### src/rtl/uart_rx_os16.sv
// rtl/uart_rx_os16.sv - 16x-oversampled 8N1 UART receiver with rdy/rdy_clr handshake
module uart_rx_os16 #(
    parameter int DATA_BITS   = 8,
    parameter int OVERSAMPLE  = 16,
    parameter int SYNC_STAGES = 2
) (
    input  logic                 clk_50m,
    input  logic                 rst,
    input  logic                 clken,
    input  logic                 rx,
    input  logic                 rdy_clr,
    output logic                 rdy,
    output logic [DATA_BITS-1:0] data,
    output logic                 frame_err,
    output logic                 overrun,
    output logic                 busy
);

    localparam int CNT_W = $clog2(OVERSAMPLE);
    localparam int BIT_W = $clog2(DATA_BITS + 1);
    localparam logic [CNT_W-1:0] CNT_MID  = CNT_W'(OVERSAMPLE / 2 - 1);
    localparam logic [CNT_W-1:0] CNT_LAST = CNT_W'(OVERSAMPLE - 1);
    localparam logic [BIT_W-1:0] BIT_LAST = BIT_W'(DATA_BITS - 1);

    typedef enum logic [1:0] {
        S_IDLE,
        S_START,
        S_DATA,
        S_STOP
    } state_t;

    state_t                 state, state_n;
    logic [CNT_W-1:0]       cnt, cnt_n;
    logic [BIT_W-1:0]       bit_cnt, bit_cnt_n;
    logic [DATA_BITS-1:0]   shift, shift_n;
    logic [SYNC_STAGES-1:0] sync_q;
    logic                   rx_s;
    logic                   frame_good;
    logic                   frame_bad;

    // Synchronizer resets to the idle-high line level so reset never looks like a start bit.
    always_ff @(posedge clk_50m) begin
        if (rst) begin
            sync_q <= '1;
        end else begin
            sync_q <= {sync_q[SYNC_STAGES-2:0], rx};
        end
    end

    assign rx_s = sync_q[SYNC_STAGES-1];

    always_ff @(posedge clk_50m) begin
        if (rst) begin
            state   <= S_IDLE;
            cnt     <= '0;
            bit_cnt <= '0;
            shift   <= '0;
        end else begin
            state   <= state_n;
            cnt     <= cnt_n;
            bit_cnt <= bit_cnt_n;
            shift   <= shift_n;
        end
    end

    always_comb begin
        state_n    = state;
        cnt_n      = cnt;
        bit_cnt_n  = bit_cnt;
        shift_n    = shift;
        frame_good = 1'b0;
        frame_bad  = 1'b0;
        if (clken) begin
            case (state)
                S_IDLE: begin
                    if (!rx_s) begin
                        state_n = S_START;
                        cnt_n   = '0;
                    end
                end
                S_START: begin
                    if (cnt == CNT_MID) begin
                        cnt_n     = '0;
                        bit_cnt_n = '0;
                        state_n   = rx_s ? S_IDLE : S_DATA;
                    end else begin
                        cnt_n = cnt + 1'b1;
                    end
                end
                S_DATA: begin
                    cnt_n = cnt + 1'b1;
                    if (cnt == CNT_LAST) begin
                        shift_n   = {rx_s, shift[DATA_BITS-1:1]};
                        bit_cnt_n = bit_cnt + 1'b1;
                        if (bit_cnt == BIT_LAST) begin
                            state_n = S_STOP;
                            cnt_n   = '0;
                        end
                    end
                end
                S_STOP: begin
                    if (cnt == CNT_LAST) begin
                        // Leave at mid stop bit so a back-to-back start edge is not missed.
                        state_n    = S_IDLE;
                        cnt_n      = '0;
                        frame_good = rx_s;
                        frame_bad  = !rx_s;
                    end else begin
                        cnt_n = cnt + 1'b1;
                    end
                end
                default: begin
                    state_n = S_IDLE;
                    cnt_n   = '0;
                end
            endcase
        end
    end

    // A completing good frame overrides a same-edge rdy_clr.
    always_ff @(posedge clk_50m) begin
        if (rst) begin
            data      <= '0;
            rdy       <= 1'b0;
            frame_err <= 1'b0;
            overrun   <= 1'b0;
        end else begin
            if (rdy_clr) begin
                rdy     <= 1'b0;
                overrun <= 1'b0;
            end
            if (frame_good) begin
                data      <= shift;
                rdy       <= 1'b1;
                frame_err <= 1'b0;
                if (rdy && !rdy_clr) begin
                    overrun <= 1'b1;
                end
            end
            if (frame_bad) begin
                frame_err <= 1'b1;
            end
        end
    end

    assign busy = (state != S_IDLE);

endmodule

### config.mk
export PLATFORM = sky130hd
export DESIGN_NAME = uart_rx_os16
export DESIGN_NICKNAME = d
export VERILOG_FILES = /design/src/rtl/uart_rx_os16.sv
export SDC_FILE = /design/constraint.sdc
export NUM_CORES = 1
export LEC_CHECK = 0
export BUFFER_PORTS_ARGS = -buffer_cell sky130_fd_sc_hd__buf_4
export CORE_UTILIZATION = 55
export CTS_CLUSTER_DIAMETER = 30
export DETAILED_ROUTE_END_ITERATION = 12
export PLACE_DENSITY = 0.79
export SLEW_MARGIN = 5
export SYNTH_ARGS = -nofsm -noshare
export SYNTH_HDL_FRONTEND = slang
export SYNTH_SLANG_ARGS = --single-unit
### constraint.sdc
create_clock -name clk_50m -period 1.91 [get_ports clk_50m]
set_input_delay 0.0955 -clock clk_50m [delete_from_list [all_inputs] [get_ports clk_50m]]
set_output_delay 0.0955 -clock clk_50m [all_outputs]
set_load 0.01 [all_outputs]
---- Yosys cells after proc, flatten, opt, wreduce, memory -nomap -nowiden ----
Cells that the tools add are included.
Widths: inputs -> output; s select.
word-level totals
  bits in registers ....................... 31
  word-level logic and storage cells ...... 63
  output and inout port bits .............. 12
cells by class
  equal/unequal tests ..................... 11
  $add $sub $neg .......................... 2
  reductions and logical operators ........ 12
  muxes and demuxes ....................... 29
operators with widths
  cell                 count
  $mux 4               7
  $pmux 4 s4           1
  $mux 1               13
  $mux 2               6
  $ne 2x2->1 const B   5
  $add 4x1->4 const B  2
  $eq 4x3->1 const B   2
  $pmux 2 s4           1
  $pmux 4 s2           1
  $reduce_bool 2->1    4
  $reduce_and 6->1     1
  $eq 2x2->1 const B   2
  $eq 4x4->1 const B   1
  $reduce_and 4->1     1
  $reduce_and 3->1     1
  $eq 2x1->1 const B   1
  $logic_not 1->1      2
  $logic_not 2->1      1
  $reduce_and 2->1     1
  $logic_and 1x1->1    1

---- Longest topological paths before layout ----
  depth after elaboration ................. 6
  gate-level depth with buffers ........... 6
  gate-level depth less buffers ........... 5

---- Least setup slack after synthesis ----
No wires, ideal clock.
  path kind ............................... reg-to-reg
  start point ............................. reg cnt[0]
  end point ............................... reg cnt[3]
  stages on the path, launching flop included .. 6
  data arrival time ....................... 1.456 ns
  clock period less this slack ............ 1.514 ns
  library setup time ...................... 0.058 ns
  setup slack ............................. 0.396 ns
  cell sequence ........................... dfxtp_1 > ha_1 > and4_4 > a211o_1 > a2111oi_2 > a21o_1
on the way
  cells in the longest elaborated chain, start to end .. 4
  elaborated cells between the ends (all ways) .. 8
  those cells by class .................... 1 x add/sub; 2 x eq/ne; 5 x mux
RTL lines
  element                 RTL line     source
  from (decl)             33           logic [CNT_W-1:0] cnt, cnt_n;
  from (signal assigned)  60           cnt <= cnt_n;
  $add 4x1->4             87, 91, 109
  $mux 4                  95           if (bit_cnt == BIT_LAST) begin
  $mux 4                  92           if (cnt == CNT_LAST) begin
  $pmux 4 s4 (*)          74           case (state)
Mark *: on every way between the ends. The rest lies on a longest branch, timed or not.
A chain may end at the register's enable or synchronous reset.

---- Worst setup path after layout ----
  start point ............................. reg cnt[0]
  end point ............................... reg shift[1]
on the way
  cells in the longest elaborated chain, start to end .. 2
RTL lines
  element                     RTL line  source
  $eq 4x4->1                  92
  $reduce_and 3->1 (no line)  --
  to (signal assigned)        62        shift <= shift_n;
  to (decl)                   35        logic [DATA_BITS-1:0] shift, shift_n;
No other way between the ends.

==> impl_metrics.yaml <==
outcome:
  status: "complete, no violations"
yosys:
  synthArstFlopShare_pct: 0
  synth_cells: 141
  syn_nets: 148
  yosysSeqAreaShare_pct: 46.1
  ys.flop_type: "dfxtp_1"
  synth_compound_area_share_pct: 11.4
  synth-seq-cells: 31
  synth-edff-count: 0
  synthMuxAreaShare_pct: 12.6
  synth.distinct_cells: 41
  yosys.area_share.xor_xnor_pct: 0.651
  synth_area_per_cell_um2: 9.55
  yosysWarningCount: 0
  synth_top_family_by_area: "simple AND/OR/NAND/NOR gates"
  netlist_area_um2: 1350
  yosys.area_share.adder_pct: 1.86
  yosys.area_share.simple_pct: 22.9
placed_design:
  post-place-ws_ns: 0.249
  io_buffers: 16
  dp_hpwl_um: 1690
  routabilityCongestion: 0.805
power_and_ir_drop:
  finalPower_uw: 1040
  powerDensity_nw_per_um2: 680
  power_leakage_uw: 0.000581
  combPwrFrac_pct: 3.3
  p_sw_uw: 235
  internal_power_uw: 807
  ir_drop_mv: 0.555
  seq_power_share_pct: 62.6
  p_clk_share_pct: 34.1
  p_sw_share_pct: 22.6
grt:
  antenna_found_initial: 0
  grt_max_degree: 33
  grt_overflow_total: 0
  use_met2_pct: 38.7
  grt.met1_usage_pct: 24.3
  grt_util_all_layers_pct: 22.7
  grt_util_met3_pct: 6.25
  grt_pass1_vias: 1007
  grt_busiest_layer: "met2"
  grt_pass1_wl_um: 4290
setup_path:
  r2r_start: "cnt[0]"
  crit_path_max_fanout: 8
  critPathRequiredTime_ns: 2.13
  worstSetupPathType: "register to register"
  worstSetupStartpointType: "register"
  slowest_stage: "dfxtp_1"
  crit_chain: "ha_1 > nand3_1 > nor2_4 > mux2i_1 > nor2_1"
  worstPathArrival_ns: 1.91
  crit_path_max_incr_delay_ns: 0.38
  cp-endpoint: "shift[1]"
  worst_r2r_endpoint: "shift[1]"
  cp-end-kind: "register"
  worstSetupStartpoint: "cnt[0]"
  reg2reg_depth: 5
  ff2ff_setup_slack_ns: 0.22
final_layout:
  final_common_cell: "dfxtp_1"
  layout.cells.most_common_list: "dfxtp_1, nor2_1, mux2i_1, buf_4, a21oi_1"
  drive_gt1_share_pct: 20.6
  finalNetCount: 166
  utilization_pct: 68.0
  fillers: 196
  antennaDiodeCount: 0
  area_growth_syn_to_layout_pct: 13.9
cts:
  cts.clk_slew.worst_paths_ns: 0.09
  post_cts_buffers: 0
  cts_root_buf: "clkbuf_4"
  cts_made_buffers: 5
  clock_sinks: 31
  cts_tree: "yes"
  insertion_delay_ns: 0.34
  htreeDepth: 2
  clockBufferDepth: 2
  hold_buffers: 2
  post_cts_resized: 0
sta:
  min_period_over_period_pct: 88.5
  fin_tns_setup_ns: 0
  rsz0062_at_grt: "false"
  hold_viol: 0
  finClkSkew_ns: 0.00817
  min_period_ns: 1.69
  tightest_slew_ns: 0.458
  report.final.slew_viol_count: 0
  max_freq_mhz: 592
  setup_slack_ns: 0.220
  setup_viol: 0
  maxSlewHeadroom_pct: 69.4
drt:
  antenna_left: 0
  drt_pass1_iterations: 4
  via_per_inst: 5.68
  dr.first_iter.drc_count: 37
  wirelength_um: 2540
  vias: 1068
  wl_per_cell_um: 13.5
  drc: 0
floorplanning:
  core_area_um2: 2250
  fp.dieH_um: 51.5
  dieArea_um2: 2650
  start_util_pct: 59.7
  boundaryPins: 17
  rows: 17
  dieWidth_um: 51.5
run:
  cap_violations: 0
worst_hold_path:
  hold_path.class: "input pin to register"
[cells in the mapped netlist, types with 2 or more instances]
library cell  instances  area share (%)
or2_2                 3             1.4
nand2_1               4             1.1
nand3_1               6             2.2
nand4_1               2            0.93
dfxtp_1              31              46
nor3_1                4             1.5
a21oi_1               7             2.6
mux2i_1              17              13
ha_1                  2             1.9
inv_1                 4             1.1
clkbuf_1              3            0.84
nor2b_1               3             1.4
nor3b_1               2             1.1
a21o_1                2             1.1
buf_2                 3             1.1
nor2_1               22             6.1
o21ai_1               2            0.74
[critical path: cells and delay by family, from the launching register on]
kind	cells	cell delay (ns)
and+or+nand+nor	3	0.64
DFF	1	0.38
adders and majority gates	1	0.29
muxes	1	0.24
[logic make-up after synthesis]
kind of cell | count (synthesis)
and+or+nand+nor | 56
DFF | 31
AOI/OAI and AO/OA | 22
muxes | 17
buffers and inverters | 12
adders and majority gates | 2
xor gates and xnor gates | 1
[flip-flops by register name, summed over array words and instances (netlist names), named ones only]
signal / cells
bit_cnt: 4
cnt: 4
data: 8
frame_err: 1
overrun: 1
rdy: 1
shift: 8
state: 1
sync_q: 2
[final cells by class]
type	instances	area, um^2	share of cell area [%]
clock buffers	7	45.0	2.94
well taps	28	35.0	2.28
flip-flops and latches	31	621	40.5
clock inverters	1	5.00	0.326
multi-input cells	98	666	43.4
repair buffers	19	148	9.62
inverters	4	15.0	0.979
[per-layer routing]
layer | vias to the layer above | share of wire [%]
met5 | - | 0
met4 | 0 | 2.0
met3 | 8 | 5.2
met2 | 24 | 49
met1 | 504 | 44
li1 | 532 | -
[worst min path at each step]
stage	start	endpoint	slack [ns]	cells past startpoint
after floorplan	rdy_clr	overrun	0.17	1
after global placement	rdy_clr	overrun	0.27	2
after detailed placement	rdy_clr	overrun	0.28	2
after CTS	clken	state[0]	0.09	3
after global routing	clken	state[0]	0.13	3
final	clken	state[0]	0.11	3
[metrics by stage]
stage	area (um^2)	std cells	hold slack, ns
2_1_floorplan	1350	141	0.175
3_3_place_gp	1460	178	0.269
3_5_place_dp	1460	178	0.278
4_1_cts	1530	188	0.0908
5_1_grt	1530	188	0.133
6_report	1530	188	0.105
[power groups by stage]
stage               Clock (uW)  Combinational, uW  Sequential (uW)
floorplan                    0               19.8              665
global placement             0               30.5              668
detailed placement           0               31.1              668
CTS                        366               34.5              653
global route               394               38.1              654
finish                     355               34.7              653
(Power assumes the default switching activity.)
